===== config.mk =====
export PLATFORM = sky130hd
export DESIGN_NAME = count_display_driver
export DESIGN_NICKNAME = d
export VERILOG_FILES = /design/src/rtl/count_display_driver.sv
export SDC_FILE = /design/constraint.sdc
export NUM_CORES = 1
export LEC_CHECK = 0
export CAP_MARGIN = 20
export CORE_ASPECT_RATIO = 0.6
export CORE_MARGIN = 3
export CORE_UTILIZATION = 55
export CTS_CLUSTER_DIAMETER = 80
export DETAILED_ROUTE_END_ITERATION = 10
export MAX_ROUTING_LAYER = met4
export PLACE_DENSITY = 0.78
export SYNTH_ARGS = -nofsm -noshare
export SYNTH_HDL_FRONTEND = slang
export SYNTH_SLANG_ARGS = --single-unit

===== constraint.sdc =====
create_clock -name clk -period 2.2 [get_ports clk]
set_clock_uncertainty 0.1 [all_clocks]
set_input_delay 0.22 -clock clk [delete_from_list [all_inputs] [get_ports clk]]
set_output_delay 0.22 -clock clk [all_outputs]
set_load 0.01 [all_outputs]

===== src/rtl/count_display_driver.sv =====
// Binary (0..999) to 3-digit BCD via sequential double-dabble, driving a multiplexed 7-segment display.
// Latency: load accepted at edge N -> bcd/done valid after edge N+11; seg/an lag the scan index by one cycle.
// Backpressure: load is sampled only while busy=0; loads during a conversion are dropped, never queued.
module count_display_driver #(
  parameter int SCAN_DIV       = 50000,
  parameter int SEG_ACTIVE_LOW = 1,
  parameter int AN_ACTIVE_LOW  = 1,
  parameter int BLANK_LZ       = 1
) (
  input  logic        clk,
  input  logic        rst,
  input  logic [9:0]  value_in,
  input  logic        load,
  output logic        busy,
  output logic        done,
  output logic [11:0] bcd,
  output logic [6:0]  seg,
  output logic [2:0]  an
);

  // Divider width; SCAN_DIV is at least 2 so a 1-bit counter is the smallest case.
  localparam int DIV_W = (SCAN_DIV > 2) ? $clog2(SCAN_DIV) : 1;
  localparam logic [DIV_W-1:0] DIV_LAST = DIV_W'(SCAN_DIV - 1);

  // Active-high segment codes for the special glyphs.
  localparam logic [6:0] SEG_ZERO  = 7'h3F;
  localparam logic [6:0] SEG_DASH  = 7'h40;
  localparam logic [6:0] SEG_BLANK = 7'h00;

  // Pin-level reset values: digit0 enabled, showing "0".
  localparam logic [6:0] SEG_RST = (SEG_ACTIVE_LOW != 0) ? ~SEG_ZERO : SEG_ZERO;
  localparam logic [2:0] AN_RST  = (AN_ACTIVE_LOW != 0) ? 3'b110 : 3'b001;

  typedef enum logic [1:0] {
    S_IDLE  = 2'd0,
    S_SHIFT = 2'd1,
    S_DONE  = 2'd2
  } state_t;

  // Conversion engine state
  state_t      state_q, state_d;
  logic        busy_q, busy_d;
  logic        done_q, done_d;
  logic        ovf_q, ovf_d;
  logic [11:0] bcd_q, bcd_d;
  logic [11:0] scratch_q, scratch_d;
  logic [9:0]  bin_q, bin_d;
  logic [3:0]  iter_q, iter_d;

  // Scan / display state
  logic [DIV_W-1:0] div_q, div_d;
  logic [1:0]       idx_q, idx_d;
  logic [6:0]       seg_q, seg_d;
  logic [2:0]       an_q, an_d;

  // Combinational helpers
  logic [11:0] adj;
  logic [3:0]  nib;
  logic        blank;
  logic [6:0]  seg_raw;
  logic [2:0]  an_raw;

  // Active-high 7-segment code for a decimal nibble; 10..15 never occur for a real digit, show blank.
  function automatic logic [6:0] digit_code(input logic [3:0] d);
    logic [6:0] c;
    case (d)
      4'd0:    c = 7'h3F;
      4'd1:    c = 7'h06;
      4'd2:    c = 7'h5B;
      4'd3:    c = 7'h4F;
      4'd4:    c = 7'h66;
      4'd5:    c = 7'h6D;
      4'd6:    c = 7'h7D;
      4'd7:    c = 7'h07;
      4'd8:    c = 7'h7F;
      4'd9:    c = 7'h6F;
      default: c = SEG_BLANK;
    endcase
    return c;
  endfunction

  // Conversion FSM next-state: capture, ten add-3/shift iterations, then publish the result.
  always_comb begin
    state_d   = state_q;
    busy_d    = busy_q;
    done_d    = 1'b0;
    ovf_d     = ovf_q;
    bcd_d     = bcd_q;
    scratch_d = scratch_q;
    bin_d     = bin_q;
    iter_d    = iter_q;
    adj       = scratch_q;

    // Add-3 correction on every BCD nibble that would carry past 9 after doubling.
    for (int i = 0; i < 3; i++) begin
      if (scratch_q[4*i +: 4] >= 4'd5) begin
        adj[4*i +: 4] = scratch_q[4*i +: 4] + 4'd3;
      end
    end

    case (state_q)
      S_IDLE: begin
        if (load) begin
          bin_d     = value_in;
          scratch_d = 12'h000;
          ovf_d     = (value_in > 10'd999);
          iter_d    = 4'd0;
          busy_d    = 1'b1;
          state_d   = S_SHIFT;
        end
      end
      S_SHIFT: begin
        // Shift the corrected scratch and the remaining binary bits left as one 22-bit word.
        {scratch_d, bin_d} = {adj[10:0], bin_q, 1'b0};
        iter_d             = iter_q + 4'd1;
        if (iter_q == 4'd9) begin
          state_d = S_DONE;
        end
      end
      S_DONE: begin
        // Out-of-range inputs publish the all-F marker so the display shows dashes.
        bcd_d   = ovf_q ? 12'hFFF : scratch_q;
        done_d  = 1'b1;
        busy_d  = 1'b0;
        state_d = S_IDLE;
      end
      default: begin
        busy_d  = 1'b0;
        state_d = S_IDLE;
      end
    endcase
  end

  // Conversion FSM registers; reset aborts any conversion in flight.
  always_ff @(posedge clk) begin
    if (rst) begin
      state_q   <= S_IDLE;
      busy_q    <= 1'b0;
      done_q    <= 1'b0;
      ovf_q     <= 1'b0;
      bcd_q     <= 12'h000;
      scratch_q <= 12'h000;
      bin_q     <= 10'd0;
      iter_q    <= 4'd0;
    end else begin
      state_q   <= state_d;
      busy_q    <= busy_d;
      done_q    <= done_d;
      ovf_q     <= ovf_d;
      bcd_q     <= bcd_d;
      scratch_q <= scratch_d;
      bin_q     <= bin_d;
      iter_q    <= iter_d;
    end
  end

  // Scan divider and digit index: advance to the next digit each time the divider wraps.
  always_comb begin
    div_d = div_q + DIV_W'(1);
    idx_d = idx_q;
    if (div_q == DIV_LAST) begin
      div_d = '0;
      idx_d = (idx_q == 2'd2) ? 2'd0 : idx_q + 2'd1;
    end
  end

  // Digit decode for the currently scanned position, from the published bcd only.
  always_comb begin
    case (idx_q)
      2'd0:    nib = bcd_q[3:0];
      2'd1:    nib = bcd_q[7:4];
      2'd2:    nib = bcd_q[11:8];
      default: nib = 4'hF;
    endcase

    // Leading-zero blanking: hundreds blank on 0, tens blank only if hundreds is also 0.
    blank = 1'b0;
    if (BLANK_LZ != 0) begin
      if (idx_q == 2'd2 && bcd_q[11:8] == 4'd0) begin
        blank = 1'b1;
      end
      if (idx_q == 2'd1 && bcd_q[11:8] == 4'd0 && bcd_q[7:4] == 4'd0) begin
        blank = 1'b1;
      end
    end

    // Overflow wins over blanking so all three digits show a dash.
    if (bcd_q == 12'hFFF) begin
      seg_raw = SEG_DASH;
    end else if (blank) begin
      seg_raw = SEG_BLANK;
    end else begin
      seg_raw = digit_code(nib);
    end

    an_raw = 3'b001 << idx_q;
    seg_d  = (SEG_ACTIVE_LOW != 0) ? ~seg_raw : seg_raw;
    an_d   = (AN_ACTIVE_LOW != 0) ? ~an_raw : an_raw;
  end

  // Scan and pin registers; seg/an follow the index one cycle later.
  always_ff @(posedge clk) begin
    if (rst) begin
      div_q <= '0;
      idx_q <= 2'd0;
      seg_q <= SEG_RST;
      an_q  <= AN_RST;
    end else begin
      div_q <= div_d;
      idx_q <= idx_d;
      seg_q <= seg_d;
      an_q  <= an_d;
    end
  end

  assign busy = busy_q;
  assign done = done_q;
  assign bcd  = bcd_q;
  assign seg  = seg_q;
  assign an   = an_q;

endmodule


==> impl_metrics.yaml, run 1 <==
synth:
  synthFlopType: "dfxtp_1"
  synthArstFlopShare_pct: 0
  yosysSeqAreaShare_pct: 43.03
  syn_avg_cell_area_um2: 8.513
  syn-cell-area_um2: 3303
  synth_edf_count: 0
  ys_ff_latch: 71
  syn_inst: 388
  yosysWarnings: 0
  yosysUniqueCellTypes: 46
  syn_nets: 415
place:
  post-dp-hpwl_um: 4925
  preCtsSetupSlack_ps: 208.0
  io_buffers: 36
  dpl_cell_area_um2: 3765
  place_inst: 497
  gp_congestion: 0.8334
finish:
  final_common_cell: "nor2_1"
  syn2layout_area_growth_pct: 18.94
  drive_above_1_share_pct: 10.19
  layout_common_cells: "nor2_1, dfxtp_1, clkdlybuf4s50_1"
  final_nets: 455
  fin_cells: 512
  diodes: 0
  fin_area_um2: 3929
cts:
  clkSinkCount: 71
  clkSlewWorstSetupHoldPaths_ps: 70
  numCtsBuffers: 9
  htreeDepth: 3
  cts_tree: "done"
  cts_buffer_depth: 2
  post_cts_buffers: 0
  post_cts_resized: 0
  cts-root-buf: "clkbuf_8"
  hold_buffers: 0
  clock_latency_ps: 350
setup_path:
  worstPathArrival_ps: 2160
  worstPathRequired_ps: 2330
  worstPathMaxFanout: 7
  crit_type: "reg -> reg"
  start_kind: "register"
  cp-end-kind: "register"
  reg2reg_depth: 6
timing:
  post-route-min-period_ps: 2024
  worst_pin_slew_ps: 576.9
  report.final.slew_viol_count: 0
  fin_setup_tns_ps: 0
  slew_headroom_pct: 61.19
  setup_viol: 0
  hold_violations: 0
  timing.final.ws_setup_ps: 176.5
  rsz0062_at_grt: "false"
  fmax_mhz: 494.2
  final.period_utilization_pct: 91.98
drt:
  wirelength_um: 6796
  drtPass1Iterations: 4
  vias_per_cell: 5.324
  postRouteAntennaNets: 0
  dr.first_iter.drc_count: 97
  route.detailed.drc: 0
  post_drt_wl_per_cell_um: 13.27
  vias: 2726
floorplanning:
  ioPinCount: 37
  dieArea_um2: 7002
  die_w_um: 106.0
  core-area_um2: 5702
  start_util_pct: 57.93
  num_rows: 21
  chipHeight_um: 66.03
power_and_ir_drop:
  power_density_nw_per_um2: 613.8
  fin_total_pwr_uw: 2412
  ir_drop_mv: 0.4762
  leakage_uw: 0.001500
global_routing:
  grt_antenna_before_repair: 0
  grt_pass1_vias: 2475
  grt_usage_pct: 21.46
  grt_max_degree: 40
  grt_pass1_wl_um: 11530
  overflow: 0
flow_run:
  maxCapViolCount: 0
worst_hold_path:
  hold_depth: 2
  min_path_type: "in -> reg"
status:
  outcome: "complete, no violations"
area by class of cell:
type / instances / area [um^2]
clock inverters: 4 / 22.52
repair buffers: 49 / 452.9
multi-input cells: 281 / 1730
flip-flops and latches: 71 / 1421
inverters: 16 / 60.06
well taps: 80 / 100.1
clock buffers: 11 / 141.4
fillers: 491 / 1773
kinds of logic (layout without fill, tap and decap cells):
| kind of cell | after synthesis | after routing | share of synthesized area (%) |
|---|---|---|---|
| compound gates | 73 | 73 | 15.87 |
| xor+xnor | 19 | 19 | 5.038 |
| fa+ha+maj | 14 | 14 | 5.303 |
| buf+inv | 36 | 80 | 4.583 |
| flops | 71 | 71 | 43.03 |
| mux | 9 | 9 | 3.295 |
| simple gates | 166 | 166 | 22.88 |
cells in the mapped netlist, types with 3 or more instances:
master,count,area [um^2]
nand4_1,5,31.28
inv_1,16,60.06
nor2b_1,9,56.30
xnor2_1,12,105.1
nor3_1,16,80.08
mux2i_1,3,30.03
a222oi_1,3,30.03
a21oi_1,21,105.1
a22oi_1,5,37.54
a211oi_1,15,112.6
buf_2,3,15.01
ha_1,14,175.2
nor2_1,82,307.8
nor4_1,4,25.02
a21o_1,4,30.03
mux2_4,3,45.04
nand2_1,19,71.32
xor2_1,7,61.31
nand2b_1,9,56.30
nand3_1,13,65.06
o21ai_0,9,45.04
dfxtp_1,71,1421
or2_2,3,18.77
clkbuf_1,13,48.80
through the flow:
| stage | hold slack, ps | utilization, % |
|---|---|---|
| finish | 166.1 | 68.91 |
| global route | 167.9 | 68.91 |
| CTS | 139.8 | 68.91 |
| detailed placement | 352.9 | 66.03 |
| global placement | 342.1 | 66.03 |
| floorplan | 239.2 | - |
state kept, by name, indices dropped and copies added, names as in the netlist:
register / flops
idx_q: 2
div_q: 16
ovf_q: 1
bin_q: 10
state_q: 2
scratch_q: 12
busy: 1
iter_q: 4
done: 1
seg: 7
an: 3
bcd: 12
metal layers:
| metal | routed length (um) | global-route usage (%) | part of all wire (%) |
|---|---|---|---|
| met5 | 0 | - | 0 |
| met4 | 89 | 8.562 | 1.3 |
| met3 | 274 | 6.537 | 4.0 |
| met2 | 2921 | 30.16 | 43 |
| met1 | 3512 | 28.90 | 52 |
where the power goes:
group | switching, uW | internal [uW] | leakage, uW
Combinational | 99.3 | 81.7 | 0.000839
Clock | 460 | 427 | 0.0000850
Sequential | 27.4 | 1320 | 0.000576
worst paths after layout:
kind	startpoint	end	slack, ps
hold reg to reg	busy	busy	360
hold / removal	rst	ovf_q	170
setup / recovery	idx_q[0]	seg[3]	180
setup reg to reg	idx_q[0]	seg[3]	180
critical path: stages (launching register included):
cell     delay (ps)
dfxtp_1         440
mux2_2          370
o22a_1          250
ha_1            310
mux2_1          290
nand2_1          90
a21oi_2          50
Power figures use the tool's default switching activity.
==> run 2: changes to the inputs <==
- REMOVE_ABC_BUFFERS: unset -> 1
==> run 2 against run 1 <==
Effect of this change: global-route usage rose by 1.4 points; non-clock buffer count did not move; via count rose by 1.8%; maximum frequency fell by 1.5%; largest cell class unchanged.
==> impl_metrics.yaml, run 2 (same netlist as run 1, synthesis figures left out) <==
power_and_ir_drop:
  ir_drop_mv: 0.4203
  power_density_nw_per_um2: 669.3
  leakage_uw: 0.001524
floorplanning:
  core-area_um2: 5702
  ioPinCount: 37
  die_w_um: 106.0
  num_rows: 21
  chipHeight_um: 66.03
  dieArea_um2: 7002
  start_util_pct: 57.93
place:
  preCtsSetupSlack_ps: 76.19
  io_buffers: 36
  dpl_cell_area_um2: 3765
  place_inst: 497
  gp_congestion: 0.8745
  post-dp-hpwl_um: 5107
setup_path:
  critPathMaxStageDelay_ps: 420
  worstPathRequired_ps: 2330
  cp_top_family: "multiplexers"
  worst-path-buf-inv: 1
  cp-end-kind: "register"
  worstPathMaxFanout: 8
  crit_chain: "mux2_4, o22ai_1, buf_4, ha_1, mux2_1, nand2_1, a21oi_2"
  reg2reg_depth: 7
  r2r_start: "idx_q[0]"
  crit_path_top_delay_cell: "dfxtp_2"
  crit_type: "reg -> reg"
  start_kind: "register"
  r2r_slack_ps: 150
  r2r-end: "seg[3]"
  worstPathArrival_ps: 2180
finish:
  largest_register_ffs: 16
  syn2layout_area_growth_pct: 20.76
  top_register: "div_q"
  final_common_cell: "nor2_1"
  drive_above_1_share_pct: 10.62
  final_nets: 455
  layout_common_cells: "nor2_1, dfxtp_1, clkdlybuf4s50_1"
  diodes: 0
  fin_cells: 513
  fin_area_um2: 3989
cts:
  clkSlewWorstSetupHoldPaths_ps: 70
  clkSinkCount: 71
  hold_buffers: 0
  numCtsBuffers: 9
  clock_latency_ps: 340
  cts_tree: "done"
  post_cts_buffers: 0
  cts_buffer_depth: 2
  cts-root-buf: "clkbuf_8"
  post_cts_resized: 0
  htreeDepth: 3
global_routing:
  grt_antenna_before_repair: 0
  grt_usage_pct: 22.81
  grtUsageMet3_pct: 5.951
  grt_pass1_wl_um: 12320
  grt_max_degree: 26
  met1_usage_pct: 30.62
  met2_usage_pct: 33.89
  grt-busiest-layer: "met2"
  grt_pass1_vias: 2553
  overflow: 0
drt:
  post_drt_wl_per_cell_um: 13.80
  vias: 2776
  postRouteAntennaNets: 0
  route.detailed.drc: 0
  vias_per_cell: 5.411
  dr.first_iter.drc_count: 183
  drtPass1Iterations: 4
  wirelength_um: 7077
timing:
  post-route-min-period_ps: 2054
  slew_headroom_pct: 54.96
  final.period_utilization_pct: 93.38
  hold_violations: 0
  timing.final.ws_setup_ps: 145.7
  setup_viol: 0
  fmax_mhz: 486.8
  report.final.slew_viol_count: 0
  rsz0062_at_grt: "false"
  hold_slack_ps: 189.2
  fin_setup_tns_ps: 0
  worst_pin_slew_ps: 669.5
status:
  outcome: "complete, no violations"
worst_hold_path:
  min-delay-start: "rst"
  worstHoldEndpoint: "idx_q[1]"
  min_path_type: "in -> reg"
  hold_depth: 2
flow_run:
  maxCapViolCount: 0
[run 2: cell count changes in the layout (fill, tap and decap cells not counted)]
cell and change:
dfxtp_1 -1, clkinv_2 -2, dfxtp_2 +1, clkinv_4 +1, bufinv_16 +2
[run 2: worst max path at each step]
stage / start / to / slack [ps] / cells after the start
global placement: idx_q[0] / seg[3] / 230 / 6
CTS: idx_q[0] / seg[3] / 40 / 7
finish: idx_q[0] / seg[3] / 150 / 7
floorplan: idx_q[0] / seg[5] / 130 / 7
detailed placement: idx_q[0] / seg[5] / 80 / 7
global route: idx_q[0] / seg[4] / 50 / 7
[run 2: stage by stage]
step,power [uW],utilization (%)
after global placement,1548,66.03
final,2670,69.96
after CTS,2696,69.94
after global routing,2783,69.96
after floorplan,1462,-
after detailed placement,1553,66.03
[run 2: power breakdown]
part	total [uW]	switching (uW)	internal, uW	leakage, uW
sequential	1340	25.1	1320	0.000576
combinational	186	103	83.0	0.000839
clock	1140	474	669	0.000110
total	2670	602	2070	0.00152
[run 2: worst reg2reg max path, cell delays in order (launching register included)]
cell,delay (ps)
dfxtp_2,420
mux2_4,310
o22ai_1,230
buf_4,190
ha_1,240
mux2_1,290
nand2_1,100
a21oi_2,60
[run 2: layer usage]
metal | share of wire, % | wire, um
met3 | 4.0 | 284
met1 | 49 | 3500
met2 | 45 | 3205
met5 | 0 | 0
met4 | 1.2 | 85
[run 2: layout make-up]
| cell class | instances | area, um^2 |
|---|---|---|
| clock buffers | 11 | 141.4 |
| clock inverters | 5 | 81.33 |
| fillers | 491 | 1713 |
| inverters | 16 | 60.06 |
| multi-input cells | 281 | 1730 |
| flip-flops and latches | 71 | 1423 |
| well taps | 80 | 100.1 |
| repair buffers | 49 | 452.9 |
